[src/rtl/spi_pkg.sv]
// Shared types, register map constants and address helpers for the SPI PICO deframer.
package spi_pkg;

  localparam int BYTE_W = 8;

  typedef enum logic {S_ADDR, S_DATA} pico_state_t;

  localparam logic [7:0] ADDR_TRIG_MASK  = 8'd1;
  localparam logic [7:0] ADDR_INSTR      = 8'd2;
  localparam logic [7:0] ADDR_MODE       = 8'd3;
  localparam logic [7:0] ADDR_DISC_POL   = 8'd60;
  localparam logic [7:0] ADDR_VCO        = 8'd61;
  localparam logic [7:0] ADDR_PLL_DIV    = 8'd62;
  localparam logic [7:0] ADDR_PLL_LOCKED = 8'd63;
  localparam logic [7:0] ADDR_SLOW       = 8'd64;
  localparam logic [7:0] ADDR_TRIG_DLY   = 8'd65;

  localparam logic [7:0] MAX_ADDR = ADDR_TRIG_DLY;
  localparam logic [7:0] RO_ADDR  = ADDR_PLL_LOCKED;
  localparam logic [7:0] ADDR_SAT = MAX_ADDR + 8'd1;

  // pll_locked is read-only and address 0 is unmapped
  function automatic logic addr_writable(input logic [7:0] addr);
    return (addr != 8'd0) && (addr <= MAX_ADDR) && (addr != RO_ADDR);
  endfunction

  function automatic logic [7:0] next_addr(input logic [7:0] addr);
    return (addr >= ADDR_SAT) ? ADDR_SAT : addr + 8'd1;
  endfunction

endpackage

[src/rtl/pico_shift8.sv]
// Serial-to-parallel byte assembler: MSB-first shift register with a free-running bit counter.
module pico_shift8
  import spi_pkg::*;
(
  input  logic              sclk,
  input  logic              rstn,
  input  logic              serial_in,
  output logic [BYTE_W-1:0] byte_data,
  output logic              byte_done
);

  // Only the previous 7 bits are stored; the 8th comes straight from serial_in.
  logic [BYTE_W-2:0] sh_reg;
  logic [2:0]        bit_cnt_reg;

  always_ff @(posedge sclk) begin
    if (!rstn) begin
      sh_reg      <= '0;
      bit_cnt_reg <= 3'd0;
    end else begin
      sh_reg      <= {sh_reg[BYTE_W-3:0], serial_in};
      bit_cnt_reg <= bit_cnt_reg + 3'd1;
    end
  end

  assign byte_data = {sh_reg, serial_in};
  assign byte_done = (bit_cnt_reg == 3'd7);

endmodule

[src/rtl/spi_pico_deframer.sv]
// SPI PICO frame parser: address byte then auto-incrementing data bytes with write strobes.
// Optional R/W flag in address bit7 enabled by defining SPI_RW_BIT_EN.
module spi_pico_deframer
  import spi_pkg::*;
(
  input  logic       sclk,
  input  logic       rstn,
  input  logic       serial_in,
  output logic [7:0] write_data,
  output logic [7:0] mux_control_signal,
  output logic       addr_valid,
  output logic       msg_flag,
  output logic       wr_en,
  output logic       rd_frame
);

  logic [7:0]  byte_data;
  logic        byte_done;
  pico_state_t state_reg;

  pico_shift8 u_shift (
    .sclk      (sclk),
    .rstn      (rstn),
    .serial_in (serial_in),
    .byte_data (byte_data),
    .byte_done (byte_done)
  );

`ifdef SPI_RW_BIT_EN
  logic rd_frame_reg;
  assign rd_frame = rd_frame_reg;
`else
  assign rd_frame = 1'b0;
`endif

  always_ff @(posedge sclk) begin
    if (!rstn) begin
      state_reg          <= S_ADDR;
      write_data         <= 8'd0;
      mux_control_signal <= 8'd0;
      addr_valid         <= 1'b0;
      msg_flag           <= 1'b0;
      wr_en              <= 1'b0;
`ifdef SPI_RW_BIT_EN
      rd_frame_reg       <= 1'b0;
`endif
    end else begin
      msg_flag <= 1'b0;
      wr_en    <= 1'b0;
      // Advance only after the strobe cycle so the downstream mux sees a stable address.
      if (msg_flag)
        mux_control_signal <= next_addr(mux_control_signal);
      if (byte_done) begin
        case (state_reg)
          S_ADDR: begin
`ifdef SPI_RW_BIT_EN
            mux_control_signal <= {1'b0, byte_data[6:0]};
            rd_frame_reg       <= byte_data[7];
`else
            mux_control_signal <= byte_data;
`endif
            addr_valid <= 1'b1;
            state_reg  <= S_DATA;
          end
          S_DATA: begin
            write_data <= byte_data;
            msg_flag   <= 1'b1;
`ifdef SPI_RW_BIT_EN
            wr_en      <= addr_writable(mux_control_signal) && !rd_frame_reg;
`else
            wr_en      <= addr_writable(mux_control_signal);
`endif
          end
          default: state_reg <= S_ADDR;
        endcase
      end
    end
  end

endmodule
[config.mk]
export PLATFORM = sky130hd
export DESIGN_NAME = spi_pico_deframer
export DESIGN_NICKNAME = d
export VERILOG_FILES = /design/src/rtl/spi_pkg.sv /design/src/rtl/pico_shift8.sv /design/src/rtl/spi_pico_deframer.sv
export SDC_FILE = /design/constraint.sdc
export NUM_CORES = 1
export LEC_CHECK = 0
export CAP_MARGIN = 20
export CELL_PAD_IN_SITES_DETAIL_PLACEMENT = 0
export CELL_PAD_IN_SITES_GLOBAL_PLACEMENT = 1
export CORE_MARGIN = 1.5
export CORE_UTILIZATION = 41
export DETAILED_ROUTE_END_ITERATION = 6
export GPL_TIMING_DRIVEN = 0
export HOLD_SLACK_MARGIN = 0.06
export PLACE_DENSITY_LB_ADDON = 0.1
export SYNTH_ARGS = -nofsm -noshare
export SYNTH_HDL_FRONTEND = slang
export SYNTH_SLANG_ARGS = --single-unit
[constraint.sdc]
create_clock -name sclk -period 3.7 [get_ports sclk]
set_input_delay 0.925 -clock sclk [delete_from_list [all_inputs] [get_ports sclk]]
set_output_delay 0.925 -clock sclk [all_outputs]
set_load 0.02 [all_outputs]
==> flow_metrics.env, run 1 <==
export IMPL_status="complete, no violations"
export IMPL_rsz0062_at_grt="no"
export IMPL_final_cell_mix="dfxtp_1, clkdlybuf4s50_1, nand2_1"
export IMPL_ctsRootBufferMaster="clkbuf_4"
export IMPL_die_area_um2=3450
export IMPL_drt_iter0_markers=38
export IMPL_insertion_delay_ns=0.32
export IMPL_place_hpwl_um=1790
export IMPL_synth_distinct_cells=31
export IMPL_post_route_period_util=0.641
export IMPL_min_to="u_shift.bit_cnt_reg[0]$_SDFF_PN0_"
export IMPL_max_stage_delay_ns=0.65
export IMPL_path_buf_inv=1
export IMPL_ctsHoldBuffers=0
export IMPL_cts_resized=0
export IMPL_grt_usage=0.168
export IMPL_finalSetupViolations=0
export IMPL_synth_cells=133
export IMPL_period_needed_ns=2.37
export IMPL_ant_nets=0
export IMPL_endpoint_kind="primary output"
export IMPL_worst_setup_path_type="reg -> out"
export IMPL_fin_area_um2=1590
export IMPL_grt_pass1_vias=948
export IMPL_required_ns=2.77
export IMPL_layout_nets=170
export IMPL_worst_path_stages=1
export IMPL_hold_viol_final=0
export IMPL_antenna_found_initial=0
export IMPL_hold_path_class="reg -> reg"
export IMPL_grt_max_degree=11
export IMPL_io_buffers=21
export IMPL_rows=20
export IMPL_start_kind="flip-flop"
export IMPL_worst_ep_arrival_time_ns=1.45
export IMPL_r2r_start="mux_control_signal[0]$_SDFF_PN0_"
export IMPL_synth_avg_cell_area_um2=9.58
export IMPL_whs_path_depth=1
export IMPL_crit_path_max_fanout=7
export IMPL_cts_tree="yes"
export IMPL_rr_worst_depth=6
export IMPL_die_w_um=58.7
export IMPL_drv_cap=0
export IMPL_dpl_instance_area_um2=1530
export IMPL_fin_skew_ns=0.00262
export IMPL_wl_per_cell_um=12.5
export IMPL_critPathTopFamily="buffers and inverters"
export IMPL_cts_sinks=30
export IMPL_fin_setup_tns_ns=0
export IMPL_start_util=0.424
export IMPL_final_common_cell="dfxtp_1"
export IMPL_via_per_inst=4.98
export IMPL_rr_endpoint="mux_control_signal[0]$_SDFF_PN0_"
export IMPL_firstDrtPassIters=4
export IMPL_cts_buffer_depth=2
export IMPL_cellLeakagePower_nw=0.581
export IMPL_ys_warn_count=0
export IMPL_antenna_cells=0
export IMPL_slew_violations=0
export IMPL_synth_nets=142
export IMPL_drc_errors=0
export IMPL_power_density_nw_per_um2=348
export IMPL_grt_ovfl_total=0
export IMPL_fp_dieH_um=58.7
export IMPL_routed_wl_um=2430
export IMPL_place_congestion=0.761
export IMPL_cp_slowest_cell="clkdlybuf4s50_1"
export IMPL_vias=971
export IMPL_path_cells="clkdlybuf4s50_1"
export IMPL_pin_count=23
export IMPL_ys_ff_latch=30
export IMPL_rrSetupSlack_ns=2.19
export IMPL_syn_cell_area_um2=1270
export IMPL_ys_seq_area_frac=0.472
export IMPL_ir_drop_v=0.000281
export IMPL_numCtsBuffers=5
export IMPL_clock_fmax_mhz=422
export IMPL_clk_pin_slew_ns=0.09
export IMPL_postCtsSetupBuffers=0
export IMPL_drive_above_1_share=0.130
export IMPL_area_delta_synth_final_pct=24.5
export IMPL_htree_levels=2
export IMPL_core_um2=3000
export IMPL_hold_start="u_shift.bit_cnt_reg[0]$_SDFF_PN0_"
export IMPL_grt_pass1_wl_um=4280
-- Yosys cell counts --
library cell | n | share of area
xor2_1 | 3 | 0.021
o2111ai_1 | 1 | 0.0069
nor3_4 | 1 | 0.013
nand4_1 | 2 | 0.0098
buf_4 | 2 | 0.012
mux2i_1 | 1 | 0.0079
a21o_4 | 1 | 0.012
nand4_2 | 1 | 0.0098
o21ai_0 | 4 | 0.016
clkbuf_1 | 2 | 0.0059
buf_2 | 2 | 0.0079
nor2b_1 | 2 | 0.0098
nand2b_1 | 1 | 0.0049
and3_1 | 1 | 0.0049
a21oi_1 | 4 | 0.016
nand2_1 | 20 | 0.059
o21ai_2 | 5 | 0.034
nor3_2 | 1 | 0.0079
a21boi_0 | 8 | 0.047
a31oi_2 | 1 | 0.0098
and2_1 | 10 | 0.049
inv_1 | 2 | 0.0059
conb_1 | 1 | 0.0029
ha_1 | 6 | 0.059
o21a_1 | 2 | 0.012
dfxtp_1 | 30 | 0.47
xnor2_1 | 3 | 0.021
nor3b_1 | 1 | 0.0059
nor2_1 | 5 | 0.015
o221a_1 | 1 | 0.0088
nand3_1 | 9 | 0.035
-- per-layer routing --
metal	up-vias	track usage	routed length (um)
li1	509	-	-
met1	433	0.211	1170
met2	23	0.257	1100
met3	6	0.0659	120
met4	0	0.0682	46
met5	-	0	0
-- layout make-up --
class	instances	area, um2
clock inverter	1	5.00
sequential	30	601
clock buffer	7	55.1
buffer	6	32.5
timing repair buffer	21	210
inverter	2	7.51
fill	307	1420
multi-input combinational	95	633
tap	33	41.3
-- power by group --
part | switching, mW | internal, mW | total (mW)
clock network | 0.108 | 0.0919 | 0.200
registers | 0.00324 | 0.327 | 0.331
logic | 0.0111 | 0.00980 | 0.0209
total | 0.123 | 0.429 | 0.552
-- metrics by stage --
stage	utilization	std cells	power (mW)	setup WS [ns]	hold slack [ns]
after global routing	0.528	195	0.575	1.27	0.464
final	0.528	195	0.552	1.33	0.454
after floorplan	-	133	0.351	2.22	0.398
after CTS	0.528	195	0.560	1.31	0.452
after detailed placement	0.508	187	0.359	1.45	0.420
after global placement	0.508	187	0.358	1.48	0.411
-- cells by family after synthesis --
| logic type | Yosys count | share of synthesized area |
|---|---|---|
| and+or+nand+nor | 54 | 0.224 |
| DFF | 30 | 0.472 |
| AOI/OAI and AO/OA | 27 | 0.162 |
| buffers and inverters | 8 | 0.0314 |
| adders and majority gates | 6 | 0.0589 |
| xor gates and xnor gates | 6 | 0.0413 |
| other | 1 | 0.00294 |
| muxes | 1 | 0.00786 |
-- worst max-delay path by stage --
stage,startpoint,to,slack (ns)
global placement,rstn,mux_control_signal[1]$_SDFF_PN0_,1.48
global route,mux_control_signal[1]$_SDFF_PN0_,mux_control_signal[1],1.27
floorplan,mux_control_signal[0]$_SDFF_PN0_,mux_control_signal[4]$_SDFF_PN0_,2.22
CTS,mux_control_signal[1]$_SDFF_PN0_,mux_control_signal[1],1.31
finish,mux_control_signal[1]$_SDFF_PN0_,mux_control_signal[1],1.33
detailed placement,rstn,mux_control_signal[1]$_SDFF_PN0_,1.45
No activity file was read; power rests on OpenSTA's default activity.
==> run 2, diff against run 1 <==
Settings changed: CORE_UTILIZATION 41 to 38.
Clock period 3.7 ns to 2.2 ns, I/O delays scaled along.
==> flow_metrics.env, run 2 (synthesis results as in run 1) <==
export IMPL_status="complete, no violations"
export IMPL_cts_sinks=30
export IMPL_layout_setup_ws_ns=0.206
export IMPL_grt_pass1_wl_um=4020
export IMPL_final_cell_mix="dfxtp_1, clkdlybuf4s50_1, nand2_1"
export IMPL_htree_levels=2
export IMPL_routed_wl_met3_um=79
export IMPL_period_needed_ns=1.99
export IMPL_hold_path_class="reg -> reg"
export IMPL_post_route_period_util=0.907
export IMPL_power_density_nw_per_um2=571
export IMPL_pin_count=23
export IMPL_via_per_inst=4.85
export IMPL_rr_worst_depth=6
export IMPL_switching_share=0.218
export IMPL_whs_path_depth=1
export IMPL_ant_nets=0
export IMPL_hold_start="u_shift.bit_cnt_reg[0]$_SDFF_PN0_"
export IMPL_area_delta_synth_final_pct=24.9
export IMPL_stdcell_count=204
export IMPL_rows=20
export IMPL_r2r_start="mux_control_signal[0]$_SDFF_PN0_"
export IMPL_multi_input_area_um2=633
export IMPL_grt_ovfl_total=0
export IMPL_worst_ep_arrival_time_ns=1.44
export IMPL_ctsRootBufferMaster="clkbuf_4"
export IMPL_grt_max_degree=11
export IMPL_layout_nets=170
export IMPL_clockPowerShare=0.352
export IMPL_rsz0062_at_grt="no"
export IMPL_fin_util=0.508
export IMPL_grt_pass1_vias=888
export IMPL_fin_setup_tns_ns=0
export IMPL_crit_path_max_fanout=6
export IMPL_antenna_cells=0
export IMPL_insertion_delay_ns=0.32
export IMPL_drive_above_1_share=0.125
export IMPL_required_ns=1.65
export IMPL_vias=989
export IMPL_dp_cells=198
export IMPL_fin_skew_ns=0.00475
export IMPL_power_frac_comb=0.037
export IMPL_firstDrtPassIters=4
export IMPL_max_stage_delay_ns=0.66
export IMPL_path_buf_inv=1
export IMPL_wl_per_cell_um=11.7
export IMPL_place_hpwl_um=1810
export IMPL_numCtsBuffers=5
export IMPL_path_cells="clkdlybuf4s50_1"
export IMPL_io_buffers=21
export IMPL_p_int_uw=711
export IMPL_cp_slowest_cell="clkdlybuf4s50_1"
export IMPL_core_um2=3130
export IMPL_top_layer_used="met4"
export IMPL_ir_drop_v=0.000378
export IMPL_cellLeakagePower_nw=0.576
export IMPL_postCtsSetupBuffers=0
export IMPL_die_w_um=60.9
export IMPL_die_area_um2=3710
export IMPL_drt_iter0_markers=26
export IMPL_cts_buffer_depth=2
export IMPL_start_kind="flip-flop"
export IMPL_cts_tree="yes"
export IMPL_fp_dieH_um=60.9
export IMPL_drv_cap=0
export IMPL_final_common_cell="dfxtp_1"
export IMPL_slew_violations=0
export IMPL_endpoint_kind="primary output"
export IMPL_routed_wl_um=2400
export IMPL_dp_slack_ns=0.314
export IMPL_fillers=321
export IMPL_m1WireLength_um=1160
export IMPL_wl_met2_um=1130
export IMPL_worst_setup_path_type="reg -> out"
export IMPL_clock_fmax_mhz=501
export IMPL_critPathTopFamily="buffers and inverters"
export IMPL_switching_power_uw=198
export IMPL_crit_path_start="mux_control_signal[2]$_SDFF_PN0_"
export IMPL_ctsHoldBuffers=0
export IMPL_clk_pin_slew_ns=0.09
export IMPL_place_congestion=0.716
export IMPL_ff_latch_area_um2=601
export IMPL_antenna_found_initial=0
export IMPL_cts_resized=0
export IMPL_finalSetupViolations=0
export IMPL_drc_errors=0
export IMPL_seq_power_share=0.611
export IMPL_grt_usage=0.152
export IMPL_worst_path_stages=1
export IMPL_start_util=0.407
export IMPL_hold_viol_final=0
run 2: path summary, 6_finish.rpt:
kind / slack, ns / endpoint
worst max-delay path: 0.21 / mux_control_signal[2]
worst min-delay path: 0.42 / u_shift.bit_cnt_reg[0]$_SDFF_PN0_
worst max register to register: 0.70 / mux_control_signal[3]$_SDFF_PN0_
worst min register to register: 0.42 / u_shift.bit_cnt_reg[0]$_SDFF_PN0_
run 2: routing by layer:
metal	vias up	GRT usage
met4	0	0.0652
met3	5	0.0512
li1	506	-
met5	-	0
met2	16	0.229
met1	462	0.198
run 2: layout make-up:
class,count,area share
Sequential cell,30,0.378
Inverter,2,0.00472
Multi-Input combinational cell,95,0.398
Timing Repair Buffer,21,0.132
Tap cell,44,0.0346
Clock buffer,6,0.0323
Buffer,6,0.0205
run 2: power by group through the flow:
stage / clock network [mW] / registers (mW) / logic (mW)
floorplan: 0 / 0.568 / 0.0222
global placement: 0 / 0.568 / 0.0338
detailed placement: 0 / 0.568 / 0.0345
CTS: 0.327 / 0.555 / 0.0346
global route: 0.356 / 0.556 / 0.0388
finish: 0.320 / 0.555 / 0.0336
run 2: per-stage QoR:
stage / hold slack [ns] / cell area (um2) / power [mW]
after floorplan: 0.398 / 1270 / 0.590
after global placement: 0.412 / 1540 / 0.602
after detailed placement: 0.415 / 1540 / 0.603
after CTS: 0.429 / 1590 / 0.917
after global routing: 0.443 / 1590 / 0.951
final: 0.423 / 1590 / 0.909
